**config.mk**
```make
export PLATFORM = sky130hd
export DESIGN_NAME = sym_cn_lut_loader_flat
export DESIGN_NICKNAME = d
export VERILOG_FILES = /design/src/rtl/sym_cn_lut_loader_if.sv /design/src/rtl/sym_cn_lut_loader.sv /design/src/flat_wrapper.sv
export SDC_FILE = /design/constraint.sdc
export NUM_CORES = 1
export LEC_CHECK = 0
export ABC_AREA = 0
export BUFFER_PORTS_ARGS = -buffer_cell sky130_fd_sc_hd__buf_2
export CAP_MARGIN = 40
export CELL_PAD_IN_SITES_DETAIL_PLACEMENT = 1
export CELL_PAD_IN_SITES_GLOBAL_PLACEMENT = 2
export CORE_MARGIN = 2
export CORE_UTILIZATION = 29
export CTS_CLUSTER_SIZE = 20
export DETAILED_ROUTE_END_ITERATION = 12
export PLACE_DENSITY = 0.78
export REMOVE_ABC_BUFFERS = 1
export SLEW_MARGIN = 0
export SYNTH_ARGS = -nofsm -noshare
export SYNTH_HDL_FRONTEND = slang
export SYNTH_SLANG_ARGS = --single-unit
export TNS_END_PERCENT = 20
```
**constraint.sdc**
```tcl
create_clock -name write_clk -period 1.5 [get_ports write_clk]
set_clock_uncertainty 0.15 [all_clocks]
set_input_delay 0.225 -clock write_clk [delete_from_list [all_inputs] [get_ports write_clk]]
set_output_delay 0.225 -clock write_clk [all_outputs]
set_load 0.01 [all_outputs]
```
**src/rtl/sym_cn_lut_loader_if.sv**
```systemverilog
// Load-command, entry-stream and RAM write-port signals of the symmetric CN LUT loader.
// The slave modport is the loader side; the master modport is the command/stream source and RAM sink.
interface sym_cn_lut_loader_if #(
  parameter int QUAN_SIZE       = 2,
  parameter int ENTRY_ADDR      = 4,
  parameter int MULTI_FRAME_NUM = 2
);
  localparam int PAGE_W = ENTRY_ADDR - $clog2(MULTI_FRAME_NUM);

  logic                   load_start;
  logic                   load_frame;
  logic                   in_valid;
  logic [2*QUAN_SIZE-1:0] in_data;
  logic                   in_ready;
  logic [PAGE_W-1:0]      page_write_addr;
  logic                   write_addr_offset;
  logic [QUAN_SIZE-1:0]   lut_in_bank0;
  logic [QUAN_SIZE-1:0]   lut_in_bank1;
  logic                   we;
  logic                   busy;
  logic                   load_done;

  modport slave (
    input  load_start, load_frame, in_valid, in_data,
    output in_ready, page_write_addr, write_addr_offset,
           lut_in_bank0, lut_in_bank1, we, busy, load_done
  );

  modport master (
    output load_start, load_frame, in_valid, in_data,
    input  in_ready, page_write_addr, write_addr_offset,
           lut_in_bank0, lut_in_bank1, we, busy, load_done
  );
endinterface

```
**src/rtl/sym_cn_lut_loader.sv**
```systemverilog
// Fills one frame's half of the two-bank symmetric CN LUT RAM from a valid/ready stream of entry pairs.
// Every write-port output is registered, so the RAM sees each beat one cycle after it is accepted.
module sym_cn_lut_loader #(
  parameter int QUAN_SIZE       = 2,
  parameter int ENTRY_ADDR      = 4,
  parameter int MULTI_FRAME_NUM = 2
) (
  input  logic                write_clk,
  input  logic                rst,
  sym_cn_lut_loader_if.slave  bus
);
  localparam int PAGE_W = ENTRY_ADDR - $clog2(MULTI_FRAME_NUM);
  localparam logic [PAGE_W-1:0] LAST_PAGE = {PAGE_W{1'b1}};

  // state | meaning
  // IDLE  | waiting for load_start, stream not consumed
  // LOAD  | accepting beats, one RAM page per accept
  // DONE  | final write on the RAM port, load_done pulsed
  localparam logic [1:0] S_IDLE = 2'd0;
  localparam logic [1:0] S_LOAD = 2'd1;
  localparam logic [1:0] S_DONE = 2'd2;

  logic [1:0]           state_q, state_d;
  logic [PAGE_W-1:0]    cnt_q, cnt_d;
  logic                 frame_q, frame_d;
  logic                 we_q, we_d;
  logic [PAGE_W-1:0]    addr_q, addr_d;
  logic                 off_q, off_d;
  logic [QUAN_SIZE-1:0] b0_q, b0_d;
  logic [QUAN_SIZE-1:0] b1_q, b1_d;
  logic                 accept;

  assign accept = (state_q == S_LOAD) && bus.in_valid;

  always_comb begin
    state_d = state_q;
    cnt_d   = cnt_q;
    frame_d = frame_q;
    we_d    = 1'b0;
    addr_d  = addr_q;
    off_d   = off_q;
    b0_d    = b0_q;
    b1_d    = b1_q;
    case (state_q)
      S_IDLE: begin
        if (bus.load_start) begin
          state_d = S_LOAD;
          frame_d = bus.load_frame;
          cnt_d   = '0;
        end
      end
      S_LOAD: begin
        if (accept) begin
          we_d   = 1'b1;
          addr_d = cnt_q;
          off_d  = frame_q;
          b0_d   = bus.in_data[QUAN_SIZE-1:0];
          b1_d   = bus.in_data[2*QUAN_SIZE-1:QUAN_SIZE];
          // Counter wraps inside PAGE_W bits, never touching the frame offset.
          cnt_d  = cnt_q + 1'b1;
          if (cnt_q == LAST_PAGE) state_d = S_DONE;
        end
      end
      S_DONE:  state_d = S_IDLE;
      default: state_d = S_IDLE;
    endcase
  end

  always_ff @(posedge write_clk or posedge rst) begin
    if (rst) begin
      state_q <= S_IDLE;
      cnt_q   <= '0;
      frame_q <= 1'b0;
      we_q    <= 1'b0;
      addr_q  <= '0;
      off_q   <= 1'b0;
      b0_q    <= '0;
      b1_q    <= '0;
    end else begin
      state_q <= state_d;
      cnt_q   <= cnt_d;
      frame_q <= frame_d;
      we_q    <= we_d;
      addr_q  <= addr_d;
      off_q   <= off_d;
      b0_q    <= b0_d;
      b1_q    <= b1_d;
    end
  end

  assign bus.in_ready          = (state_q == S_LOAD);
  assign bus.busy              = (state_q != S_IDLE);
  assign bus.load_done         = (state_q == S_DONE);
  assign bus.we                = we_q;
  assign bus.page_write_addr   = addr_q;
  assign bus.write_addr_offset = off_q;
  assign bus.lut_in_bank0      = b0_q;
  assign bus.lut_in_bank1      = b1_q;
endmodule

```
**src/flat_wrapper.sv**
```systemverilog
// flat-port wrapper written by rule: the top's interface ports become plain ports
module sym_cn_lut_loader_flat 
#(
  parameter int QUAN_SIZE       = 2,
  parameter int ENTRY_ADDR      = 4,
  parameter int MULTI_FRAME_NUM = 2
)
  (write_clk, rst, bus_load_start, bus_load_frame, bus_in_valid, bus_in_data, bus_in_ready, bus_page_write_addr, bus_write_addr_offset, bus_lut_in_bank0, bus_lut_in_bank1, bus_we, bus_busy, bus_load_done);
  sym_cn_lut_loader_if #(.QUAN_SIZE(QUAN_SIZE), .ENTRY_ADDR(ENTRY_ADDR), .MULTI_FRAME_NUM(MULTI_FRAME_NUM)) bus_i ();
  input  logic write_clk;
  input  logic rst;
  input wire logic [$bits(bus_i.load_start)-1:0] bus_load_start;
  input wire logic [$bits(bus_i.load_frame)-1:0] bus_load_frame;
  input wire logic [$bits(bus_i.in_valid)-1:0] bus_in_valid;
  input wire logic [$bits(bus_i.in_data)-1:0] bus_in_data;
  output wire logic [$bits(bus_i.in_ready)-1:0] bus_in_ready;
  output wire logic [$bits(bus_i.page_write_addr)-1:0] bus_page_write_addr;
  output wire logic [$bits(bus_i.write_addr_offset)-1:0] bus_write_addr_offset;
  output wire logic [$bits(bus_i.lut_in_bank0)-1:0] bus_lut_in_bank0;
  output wire logic [$bits(bus_i.lut_in_bank1)-1:0] bus_lut_in_bank1;
  output wire logic [$bits(bus_i.we)-1:0] bus_we;
  output wire logic [$bits(bus_i.busy)-1:0] bus_busy;
  output wire logic [$bits(bus_i.load_done)-1:0] bus_load_done;
  assign bus_i.load_start = bus_load_start;
  assign bus_i.load_frame = bus_load_frame;
  assign bus_i.in_valid = bus_in_valid;
  assign bus_i.in_data = bus_in_data;
  assign bus_in_ready = bus_i.in_ready;
  assign bus_page_write_addr = bus_i.page_write_addr;
  assign bus_write_addr_offset = bus_i.write_addr_offset;
  assign bus_lut_in_bank0 = bus_i.lut_in_bank0;
  assign bus_lut_in_bank1 = bus_i.lut_in_bank1;
  assign bus_we = bus_i.we;
  assign bus_busy = bus_i.busy;
  assign bus_load_done = bus_i.load_done;
  sym_cn_lut_loader #(.QUAN_SIZE(QUAN_SIZE), .ENTRY_ADDR(ENTRY_ADDR), .MULTI_FRAME_NUM(MULTI_FRAME_NUM)) u_core (.write_clk(write_clk), .rst(rst), .bus(bus_i));
endmodule
```
==> flow_metrics.py <==
metrics = {
    "status": {
        "status": "completed",
    },
    "drt": {
        "drtAntennaViolNets": 0,
        "wl_per_cell_um": 13.72,
        "drc_errors": 0,
        "routed_wl_mm": 1.441,
        "drt_iter0_markers": 3,
        "vias": 502,
        "routed_via_density": 4.781,
        "first_pass_iters": 3,
    },
    "sta": {
        "relSlewSlack": 0.6282,
        "setup_violations": 0,
        "period_minus_slack_ps": 1497,
        "maxSlewViolCount": 0,
        "layout_worst_path_cycle_share": 0.9979,
        "hold_viol_final": 0,
        "fmax_mhz": 668.0,
        "setup_tns_ps": 0,
        "worst_pin_slew_ps": 557.1,
        "rsz0062_at_grt": "true",
        "holdWs_ps": 18.67,
    },
    "setup_path": {
        "path_cells": "ha_2 -> ha_4 -> and4b_1 -> a221o_1",
        "cp.required_ps": 1520,
        "arrival_ps": 1520,
        "startpoint_type": "register",
        "r2r_slack_ps": 3,
        "cp_slowest_cell": "dfrtp_1",
        "worstPathMaxFanout": 2,
        "critPathCaptureType": "register",
        "path_buf_inv": 0,
        "cpLargestDelayFamily": "flip-flops",
        "worstSetupPathType": "register to register",
        "cpPeakStageDelay_ps": 400,
    },
    "clocking": {
        "cts_buffer_depth": 2,
        "numCtsBuffers": 3,
        "path_clk_slew_ps": 80,
        "clkLatencyLatePin_ps": 280,
        "cts.sinks": 15,
        "root_buffer": "clkbuf_4",
        "h-tree-depth": 1,
        "cts_tree": "yes",
    },
    "layout": {
        "nets": 89,
        "final_area_um2": 940.9,
        "drive_above_1_share": 0.6104,
        "n_antenna_cell": 0,
        "layout-area-overhead-vs-synth_pct": 37.23,
        "final_common_cell": "buf_2",
        "layout_common_cells": "buf_2 (19), dfrtp_1 (13), mux2_2 (7), buf_4 (5), nor2b_1 (4)",
        "fillers": 252,
    },
    "place": {
        "gp_congestion": 0.7319,
        "dpl.hpwl_mm": 1.009,
        "io_buffers": 20,
        "dpl_cell_area_um2": 817.0,
    },
    "global_route": {
        "gr-usage-met2": 0.2021,
        "track_usage": 0.1216,
        "gr-total-overflow": 0,
        "grt_pass1_wl_mm": 2.332,
        "grt_pass1_vias": 533,
        "grt_max_degree": 16,
        "grt_use_met1": 0.1365,
        "grt_busiest_layer": "met2",
        "met3_usage": 0.03143,
        "antenna_found_initial": 0,
    },
    "floorplanning": {
        "start_util": 0.3070,
        "design.core.area_um2": 2233,
        "rows": 17,
        "io_pins": 21,
        "die_w_um": 52.63,
        "chipHeight_um": 52.63,
        "design.die.area_um2": 2769,
    },
    "synth": {
        "synth-seq-area-share": 0.5474,
        "syn_area_um2": 685.7,
        "synth_top_area_cell": "dfrtp_1",
        "syn_avg_cell_area_um2": 14.59,
        "ys_ff_latch": 15,
        "syn_inst": 47,
        "yosys_warnings": 0,
        "netlist-cell-type-count": 18,
        "synth_area_leaders": "dfrtp_1 (55%), mux2_2 (13%), a221o_1 (4.4%)",
        "synth_top_area_frac": 0.5474,
    },
    "power": {
        "power.density_nw_per_um2": 1746,
        "leakagePower_nw": 0.4558,
        "ir_worst_vdd_uv": 567.7,
    },
    "flow_run": {
        "maxCapViolations": 0,
    },
    "min_path": {
        "hold_path.class": "input pin to register",
    },
}
-- registers in the layout, summed over array words and instances (netlist names) --
name,flops
u_core.state_q,2
u_core.cnt_q,3
u_core.bus.page_write_addr,3
u_core.bus.lut_in_bank0,2
u_core.bus.write_addr_offset,1
u_core.bus.lut_in_bank1,2
u_core.bus.we,1
u_core.frame_q,1
-- kinds of logic (layout without fill, tap and decap cells) --
group	Yosys count	in the layout	share of synthesized area
flip-flops	15	15	0.5474
AND/OR/NAND/NOR	12	12	0.1606
multiplexers	9	9	0.1533
AO/OA/AOI/OAI	5	5	0.06388
buffers and inverters	4	34	0.03833
adder cells (fa/ha/maj)	2	2	0.03649
-- final timing paths --
check,start,endpoint,depth (start not counted)
min in group asynchronous,rst,u_core.bus.we,3
max in group asynchronous,rst,u_core.state_q[1],3
hold / removal,bus_in_data[1],u_core.bus.lut_in_bank0[1],2
hold reg to reg,u_core.bus.lut_in_bank0[1],u_core.bus.lut_in_bank0[1],1
setup / recovery,u_core.cnt_q[1],u_core.cnt_q[2],4
setup reg to reg,u_core.cnt_q[1],u_core.cnt_q[2],4
-- what timing repair did --
action / in CTS / in global routing
gates cloned: 0 / 0
buffers inserted: 3 / 2
setup endpoints to repair: 4 / 6
pin swaps: 2 / 1
gates resized for setup: 6 / 3
hold endpoints to repair: 15 / 0
hold buffers: 1 / 0
-- report_power, final --
part / internal, W / switching, W / leakage, nW
Clock: 0.000103 / 0.000125 / 0.0150
Combinational: 0.000452 / 0.000302 / 0.263
Sequential: 0.000563 / 0.0000968 / 0.178
Total: 0.00112 / 0.000524 / 0.456
-- synthesized netlist by cell type --
library cell,count
nor2b_1,4
and2b_1,1
nor3b_2,1
inv_1,2
nand3b_4,1
mux2_2,8
a221o_1,3
or2_2,1
dfrtp_1,15
buf_4,1
mux2_4,1
ha_1,2
buf_6,1
o21bai_1,1
a31oi_1,1
and4b_1,2
and4bb_1,1
and3_1,1
-- cell type report --
type | instances | area (um^2) | share of cell area
inverter | 2 | 7.507 | 0.007979
timing repair buffer | 28 | 185.2 | 0.1968
tap | 28 | 35.03 | 0.03723
sequential | 15 | 377.9 | 0.4016
multi-input combinational | 28 | 309.0 | 0.3285
clock buffer | 4 | 26.28 | 0.02793
-- stage by stage --
step / utilization / total power, W / setup WS [ps] / std cells
final: 0.4213 / 0.001643 / 3.095 / 105
after global routing: 0.4213 / 0.001791 / -51.72 / 105
after CTS: 0.4039 / 0.001608 / -13.10 / 103
after detailed placement: 0.3658 / 0.001293 / -76.66 / 95
after global placement: 0.3658 / 0.001251 / -14.76 / 95
after floorplan: - / 0.001034 / -38.62 / 45
-- per-layer routing --
layer	share of wire	vias to the layer above
li1	-	230
met1	0.44	250
met2	0.47	19
met3	0.070	3
met4	0.022	0
met5	0	-
Power figures use the tool's default switching activity.
